--- config.mk ---
export PLATFORM = sky130hd
export DESIGN_NAME = sprite_compositor
export DESIGN_NICKNAME = d
export VERILOG_FILES = /design/src/rtl/sprite_compositor.sv
export SDC_FILE = /design/constraint.sdc
export NUM_CORES = 1
export LEC_CHECK = 0
export ABC_AREA = 0
export CAP_MARGIN = 10
export CORE_MARGIN = 1.5
export CORE_UTILIZATION = 25
export CTS_CLUSTER_DIAMETER = 150
export CTS_CLUSTER_SIZE = 20
export DETAILED_ROUTE_END_ITERATION = 10
export PLACE_DENSITY_LB_ADDON = 0.1
export SETUP_SLACK_MARGIN = 0.05
export SKIP_CTS_REPAIR_TIMING = 1
export SYNTH_ARGS = -nofsm -noshare
export SYNTH_HDL_FRONTEND = slang
export SYNTH_SLANG_ARGS = --single-unit
--- constraint.sdc ---
create_clock -name clk -period 4.5 [get_ports clk]
set_clock_uncertainty 0.15 [all_clocks]
set_input_delay 1.35 -clock clk [delete_from_list [all_inputs] [get_ports clk]]
set_output_delay 1.35 -clock clk [all_outputs]
set_load 0.05 [all_outputs]
--- src/rtl/sprite_compositor.sv ---
// Composites NUM_SPRITES rectangular sprites over the tile layer into a registered 2-stage VGA pixel.
// Optional macro SPRITE_FLASH_EN compiles in the per-sprite frame-counted hit-flash blink.
module sprite_compositor #(
    parameter int          NUM_SPRITES   = 4,
    parameter int          FLASH_FRAMES  = 48,
    parameter int          TILE_Y_OFFSET = 35,
    parameter logic [11:0] BG_COLOR      = 12'hFFF,
    parameter logic [11:0] FG_COLOR      = 12'h00F,
    parameter logic [11:0] SLAB_COLOR    = 12'h0F0,
    localparam int         IDW           = $clog2(NUM_SPRITES) + 1
) (
    input  logic                      clk,
    input  logic                      rst,
    input  logic                      frameStart,
    input  logic                      bright,
    input  logic [9:0]                hCount,
    input  logic [9:0]                vCount,
    input  logic [20*NUM_SPRITES-1:0] spritePos,
    input  logic [12*NUM_SPRITES-1:0] spriteDim,
    input  logic [12*NUM_SPRITES-1:0] spriteColor,
    input  logic [NUM_SPRITES-1:0]    spriteEn,
    input  logic [NUM_SPRITES-1:0]    spriteFlash,
    input  logic [2:0]                blockType,
    output logic [11:0]               rgb,
    output logic [IDW-1:0]            hitId
);

    localparam logic [IDW-1:0] NO_HIT = {1'b1, {(IDW-1){1'b0}}};

    logic [NUM_SPRITES-1:0][19:0] shPos;
    logic [NUM_SPRITES-1:0][11:0] shDim;
    logic [NUM_SPRITES-1:0][11:0] shColor;
    logic [NUM_SPRITES-1:0]       shEn;
    logic [NUM_SPRITES-1:0]       visible;
    logic [NUM_SPRITES-1:0]       hitVec;
    logic [NUM_SPRITES-1:0]       hitQ;
    logic                         brightQ;
    logic [2:0]                   blockTypeQ;
    logic                         slabRowQ;
    logic [4:0]                   vPhase;
    logic [11:0]                  rgbNext;
    logic [IDW-1:0]               hitIdNext;

    // Sprite attributes are frozen per frame so game logic can update them at any time.
    always_ff @(posedge clk) begin
        if (rst) begin
            shPos   <= '0;
            shDim   <= '0;
            shColor <= '0;
            shEn    <= '0;
        end else if (frameStart) begin
            shPos   <= spritePos;
            shDim   <= spriteDim;
            shColor <= spriteColor;
            shEn    <= spriteEn;
        end
    end

`ifdef SPRITE_FLASH_EN
    logic [NUM_SPRITES-1:0][7:0] flashCnt;

    // A new flash pulse always restarts the blink, even on a frameStart cycle.
    always_ff @(posedge clk) begin
        if (rst) begin
            flashCnt <= '0;
        end else begin
            for (int i = 0; i < NUM_SPRITES; i++) begin
                if (spriteFlash[i])
                    flashCnt[i] <= 8'(FLASH_FRAMES);
                else if (frameStart && flashCnt[i] != 8'd0)
                    flashCnt[i] <= flashCnt[i] - 8'd1;
            end
        end
    end

    always_comb begin
        visible = '1;
        for (int i = 0; i < NUM_SPRITES; i++)
            visible[i] = !(flashCnt[i] != 8'd0 && flashCnt[i][2]);
    end
`else
    logic unusedFlash;
    assign unusedFlash = ^spriteFlash;
    assign visible     = '1;
`endif

    // Bounds are widened to 11 bits so sprites at the right/bottom edge clip instead of wrapping.
    always_comb begin
        logic [10:0] xLo;
        logic [10:0] xHi;
        logic [10:0] yBot;
        logic [10:0] vTop;
        hitVec = '0;
        for (int i = 0; i < NUM_SPRITES; i++) begin
            xLo  = {1'b0, shPos[i][19:10]};
            xHi  = xLo + {5'b0, shDim[i][11:6]};
            yBot = {1'b0, shPos[i][9:0]};
            vTop = {1'b0, vCount} + {5'b0, shDim[i][5:0]};
            hitVec[i] = shEn[i] && visible[i] &&
                        ({1'b0, hCount} >= xLo) && ({1'b0, hCount} <= xHi) &&
                        ({1'b0, vCount} <= yBot) && (vTop >= yBot);
        end
    end

    assign vPhase = vCount[4:0] - 5'(TILE_Y_OFFSET);

    always_ff @(posedge clk) begin
        if (rst) begin
            hitQ       <= '0;
            brightQ    <= 1'b0;
            blockTypeQ <= '0;
            slabRowQ   <= 1'b0;
        end else begin
            hitQ       <= hitVec;
            brightQ    <= bright;
            blockTypeQ <= blockType;
            slabRowQ   <= (vPhase <= 5'd15);
        end
    end

    // Descending scan so the lowest-index hitting sprite is the last writer and wins.
    always_comb begin
        rgbNext   = BG_COLOR;
        hitIdNext = NO_HIT;
        if (!brightQ) begin
            rgbNext = 12'h000;
        end else if (|hitQ) begin
            for (int i = NUM_SPRITES - 1; i >= 0; i--) begin
                if (hitQ[i]) begin
                    rgbNext   = shColor[i];
                    hitIdNext = IDW'(i);
                end
            end
        end else if (blockTypeQ == 3'd1) begin
            rgbNext = FG_COLOR;
        end else if (blockTypeQ == 3'd2 && slabRowQ) begin
            rgbNext = SLAB_COLOR;
        end
    end

    always_ff @(posedge clk) begin
        if (rst) begin
            rgb   <= 12'h000;
            hitId <= NO_HIT;
        end else begin
            rgb   <= rgbNext;
            hitId <= hitIdNext;
        end
    end

endmodule

==> metrics <==
status completed; syn_nets roughly 1900; GRT Util Overall 15.5%; Area Overhead vs Synth 28.7%; grt total ovfl 0; drc violations 0; Top Layer Used met5; RSZ-0062 raised after global routing false; later-pin clock latency in the skew report between 500 and 600 ps; GPL Wtd Cong 0.791; Iteration-0 DRC Markers a little under 400; Sum Neg Setup Slack 0 ps; Worst Path Required roughly 4700 ps; Initial Utilization about a quarter; Initial DRT Pass Iterations 4; share of Yosys cell area claimed by the top area cell type a little under a third; hold crit path type reg -> reg; vias per cell 4.53; number of library cell types mapped by synthesis 52; Detail Route Antenna Nets 0; Max-Cap Viols 0; initial antenna violation count 5; row count 84; Final nets ~2200; WL met2 between 15000 and 20000 um; final hold violations 0; Post-Syn Instances around 1500; worst vdd ir 0.210 mV; Final min period between 4000 and 5000 ps; wire per inst between 15 and 20 um; Max Freq roughly 0.23 GHz; CTS Buffer Depth 3; RR Startpoint shPos[70]; layout cells sized above 1 5.78%; FF/Latch Area between 4000 and 5000 um2; Port Buffers 221; die height between 200 and 250 um; setup violators final 0; Yosys top cell by area dfxtp_1; vias roughly 11000; CTS Sinks around 200; Synth Cell Area 13300 um2; FILL cells between 5000 and 6000; hold path depth 2; ys flop type dfxtp_1; M1 wire length slightly above 20000 um; CTS tree done; Final period util between 90% and 100%; vias in the first global route ~11000; Final Hold Slack approximately 330 ps; leak pwr roughly 0.0074 uW; Worst Path Max Fanout 6; die area 54600 um2; R2R Path End hitQ[3]; Ys Warns 0; pwr dens about 260 nW/um2; largest net degree at the start of global routing 60; H-tree Lvls 1; Post-synth EDFFs 0; Slew headroom approximately 29%; CTS root buffer clkbuf_16; Multi-input gate area ~8600 um2; R2R Setup Slk 1110 ps; clk slew on worst S/H paths approximately 90 ps; Routed WL about 43000 um; top post-synthesis cells by area dfxtp_1 31%, ha_1 20%, mux2i_1 14%, nor2_1 6.4%, inv_1 3.4%; Critical Path Sink Type register; Synth async-reset ratio 0%; Mean Syn Cell Area ~9 um2; WL met3 1700 um; hold endpoint hitId[1]; Chip Width ~230 um; Worst Setup Start Kind input port; HP Start brightQ; CTS Buf Count 14; Ports 226; CP arrival around 4600 ps; worst slew pin tran about 1100 ps; Slew Viols, Final 0; Seq cells post-synth between 200 and 250; worst r2r path cells 15; Core Region 52600 um2; sequential cell area fraction in the yosys report a little under a third; critical path type in -> reg; dpl hpwl roughly 34000 um; first-pass GRT wire length roughly 65000 um
-- cell usage after synthesis (3+ instances only) --
cell,number
nor3_1,12
nand4_1,10
o21ai_0,76
o21a_1,16
a211oi_1,19
or2_2,4
o31a_1,7
a21o_1,15
dfxtp_1,204
nor2b_1,18
clkbuf_1,31
ha_1,210
a211o_1,3
nor3b_1,3
a31oi_1,3
o2111ai_1,3
nor2_1,228
inv_1,119
nand3_1,25
and3_1,4
a2111oi_0,3
fa_1,8
o211ai_1,14
o21bai_1,3
mux2i_1,192
buf_2,22
o31ai_1,7
xor2_1,20
nand2b_1,25
a21oi_1,71
xnor2_1,37
nand2_1,47
nor4_1,7
-- routing by layer --
layer | global-route usage (%) | vias up
met5 | 0 | -
li1 | - | 5707
met4 | 3.08 | 6
met1 | 20.9 | 5083
met2 | 26.0 | 199
met3 | 2.57 | 38
-- cell families after synthesis --
kind of cell	synth area share (%)
flip-flops	30.7
AND/OR/NAND/NOR	13.3
buffers and inverters	5.11
multiplexers	14.4
XOR/XNOR	3.75
AO/OA/AOI/OAI	11.8
adder cells (fa/ha/maj)	20.9
-- registers in the layout, indices dropped and copies added, names as in the netlist --
signal      count
rgb            12
hitId           3
shPos          80
blockTypeQ      3
slabRowQ        1
shEn            4
shDim          48
hitQ            4
brightQ         1
shColor        48
-- where the power goes --
group | switching, uW | total, uW | leakage (uW) | internal, uW
Sequential | 72.8 | 1980 | 0.00168 | 1910
Combinational | 590 | 1210 | 0.00551 | 618
Clock | 686 | 1310 | 0.000199 | 623
-- per-stage QoR --
step	total power, uW	util [%]	instance area, um2	cells	worst slack, ps
after CTS	4600	32.6	17100	2434	85.9
final	4500	32.6	17100	2435	195
after global routing	4820	32.6	17100	2435	52.9
after global placement	3220	31.8	16700	2417	-441
after floorplan	2720	-	13300	1493	488
after detailed placement	3240	31.8	16700	2417	-433
-- worst max-delay path: stages --
cell,delay (ps)
clkdlybuf4s50_1,540
buf_4,230
buf_4,160
ha_1,300
nor2b_1,140
o31a_1,250
o21ai_0,170
nand2b_1,110
xor2_1,150
ha_1,320
a211oi_1,210
nand3_1,100
o221a_2,250
o21ai_0,170
a211oi_1,90
-- cell usage in the layout, fill, tap and decap left out, types with 18 or more instances in the layout --
master           count
a211oi_1            19
a21oi_1             71
buf_4               67
clkdlybuf4s50_1    218
dfxtp_1            204
ha_1               210
inv_1              118
mux2i_1            192
nand2_1             47
nand2b_1            25
nand3_1             25
nor2_1             228
nor2b_1             18
o21ai_0             76
xnor2_1             37
xor2_1              20
-- worst max-delay path by stage --
stage / from / end / slack [ps] / cells after the start
after floorplan: vCount[0] / hitQ[3] / 490 / 14
after global placement: vCount[0] / hitQ[1] / -440 / 17
after detailed placement: vCount[0] / hitQ[0] / -430 / 15
after CTS: vCount[0] / hitQ[0] / 90 / 15
after global routing: vCount[1] / hitQ[3] / 50 / 14
final: vCount[2] / hitQ[2] / 200 / 15
-- area by class of cell --
type	count	area share (%)
antenna	1	0.0146
clock buffer	16	2.27
clock inverter	1	0.0949
inverter	119	2.61
multi-input combinational	1115	49.9
sequential	204	23.8
tap	688	5.02
timing repair buffer	291	16.2
(Power assumes the default switching activity.)
==> RTL change: new RTL, config.mk and constraints unchanged <==
The parameter `NUM_SPRITES` goes from 4 to 8.
--- a/src/rtl/sprite_compositor.sv
+++ b/src/rtl/sprite_compositor.sv
@@ -1,7 +1,7 @@
 // Composites NUM_SPRITES rectangular sprites over the tile layer into a registered 2-stage VGA pixel.
 // Optional macro SPRITE_FLASH_EN compiles in the per-sprite frame-counted hit-flash blink.
 module sprite_compositor #(
-    parameter int          NUM_SPRITES   = 4,
+    parameter int          NUM_SPRITES   = 8,
     parameter int          FLASH_FRAMES  = 48,
     parameter int          TILE_Y_OFFSET = 35,
     parameter logic [11:0] BG_COLOR      = 12'hFFF,
Ports: changed (6 resized); port bits go from 226 to 411. The function was not compared with the original's and may differ.
==> RTL change against the unedited design <==
Worst setup slack gained 60 ps; routed wire length grew 120%; maximum frequency grew 1.4%; power grew 88%; design area grew 93%; sequential cell count grew 185; synthesized area grew 97%.
==> RTL change: results (changes against the unedited design) <==
- Most common library cells after synthesis: 430 x nor2_1, 418 x ha_1, 389 x dfxtp_1, 360 x mux2i_1, 243 x inv_1
- DPL Wire Length: 75100 um (+120%)
- Clock power share: 26.7% (-2.4 points)
- Vias post-DR: 21.5k (+95%)
- Post-synthesis sequential area ratio: 29.7% (-0.96 points)
- NetSw: 2.70 mW (+100%)
- Fillers: 11.0k (+100%)
- Leak pwr: 14.8 nW (+100%)
- Initial DRT Pass Iterations: 5 (+1)
- Initial DRC count: 972 (+150%)
- Tot GR Track Use: 17.5% (+2.0 points)
- Worst Max-Slew Pin Slew: 924 ps (-137 ps)
- Total CTS buffers: 23 (+9)
- Register bit count reported by yosys: 389 (+91%)
- Crit Path Max Fanout: 7 (+1)
- Outcome: complete, no violations
- Share of layout cells above drive strength 1: 5.35% (-0.44 points)
- Final nets: 4192 (+93%)
- Area contributors post-synth: dfxtp_1 30%, ha_1 20%, mux2i_1 14%, nor2_1 6.2%, inv_1 3.5%
- Syn_nets: 3759 (+96%)
- Slowest stage delay, CP: 500 ps (-40 ps)
- Via density per instance: 4.53 (about the same)
- Reg2Reg Depth: 14 (-1)
- Dpl ws: -452 ps (-19.0 ps)
- Cells after DPL: 4717 (+95%)
- PortBufs: 402 (+82%)
- Wire per inst: 20.1 um (+15%)
- XOR/XNOR Fraction of Synth Area: 3.78% (+0.027 points)
- First-pass GRT wire length: 141000 um (+120%)
- Power per cell area: 256 nW/um^2 (-2.4%)
-- RTL change: final timing paths --
check              startpoint     endpoint  slack, ps
setup / recovery    vCount[0]      hitQ[7]        260
hold / removal    shColor[47]  shColor[47]        350
setup reg to reg   shPos[130]      hitQ[6]        650
hold reg to reg   shColor[47]  shColor[47]        350
-- RTL change: layout make-up --
cell class              count  area [sq um]  share of cell area (%)
well taps                1380          1730                    5.22
inverters                 244           916                    2.77
diodes                      2          5.00                  0.0151
multi-input cells        2186         17000                    51.4
flip-flops and latches    389          7790                    23.5
clock inverters             4          26.3                  0.0795
clock buffers              23           576                    1.74
repair buffers            519          5020                    15.2
-- RTL change: metal layers --
| layer | vias to the layer above | wire length (um) | GRT usage [%] |
|---|---|---|---|
| met5 | - | 138 | 0 |
| met4 | 22 | 1940 | 3.32 |
| met3 | 83 | 4060 | 2.95 |
| met2 | 374 | 43000 | 29.0 |
| met1 | 9869 | 46100 | 23.9 |
| li1 | 11200 | - | - |
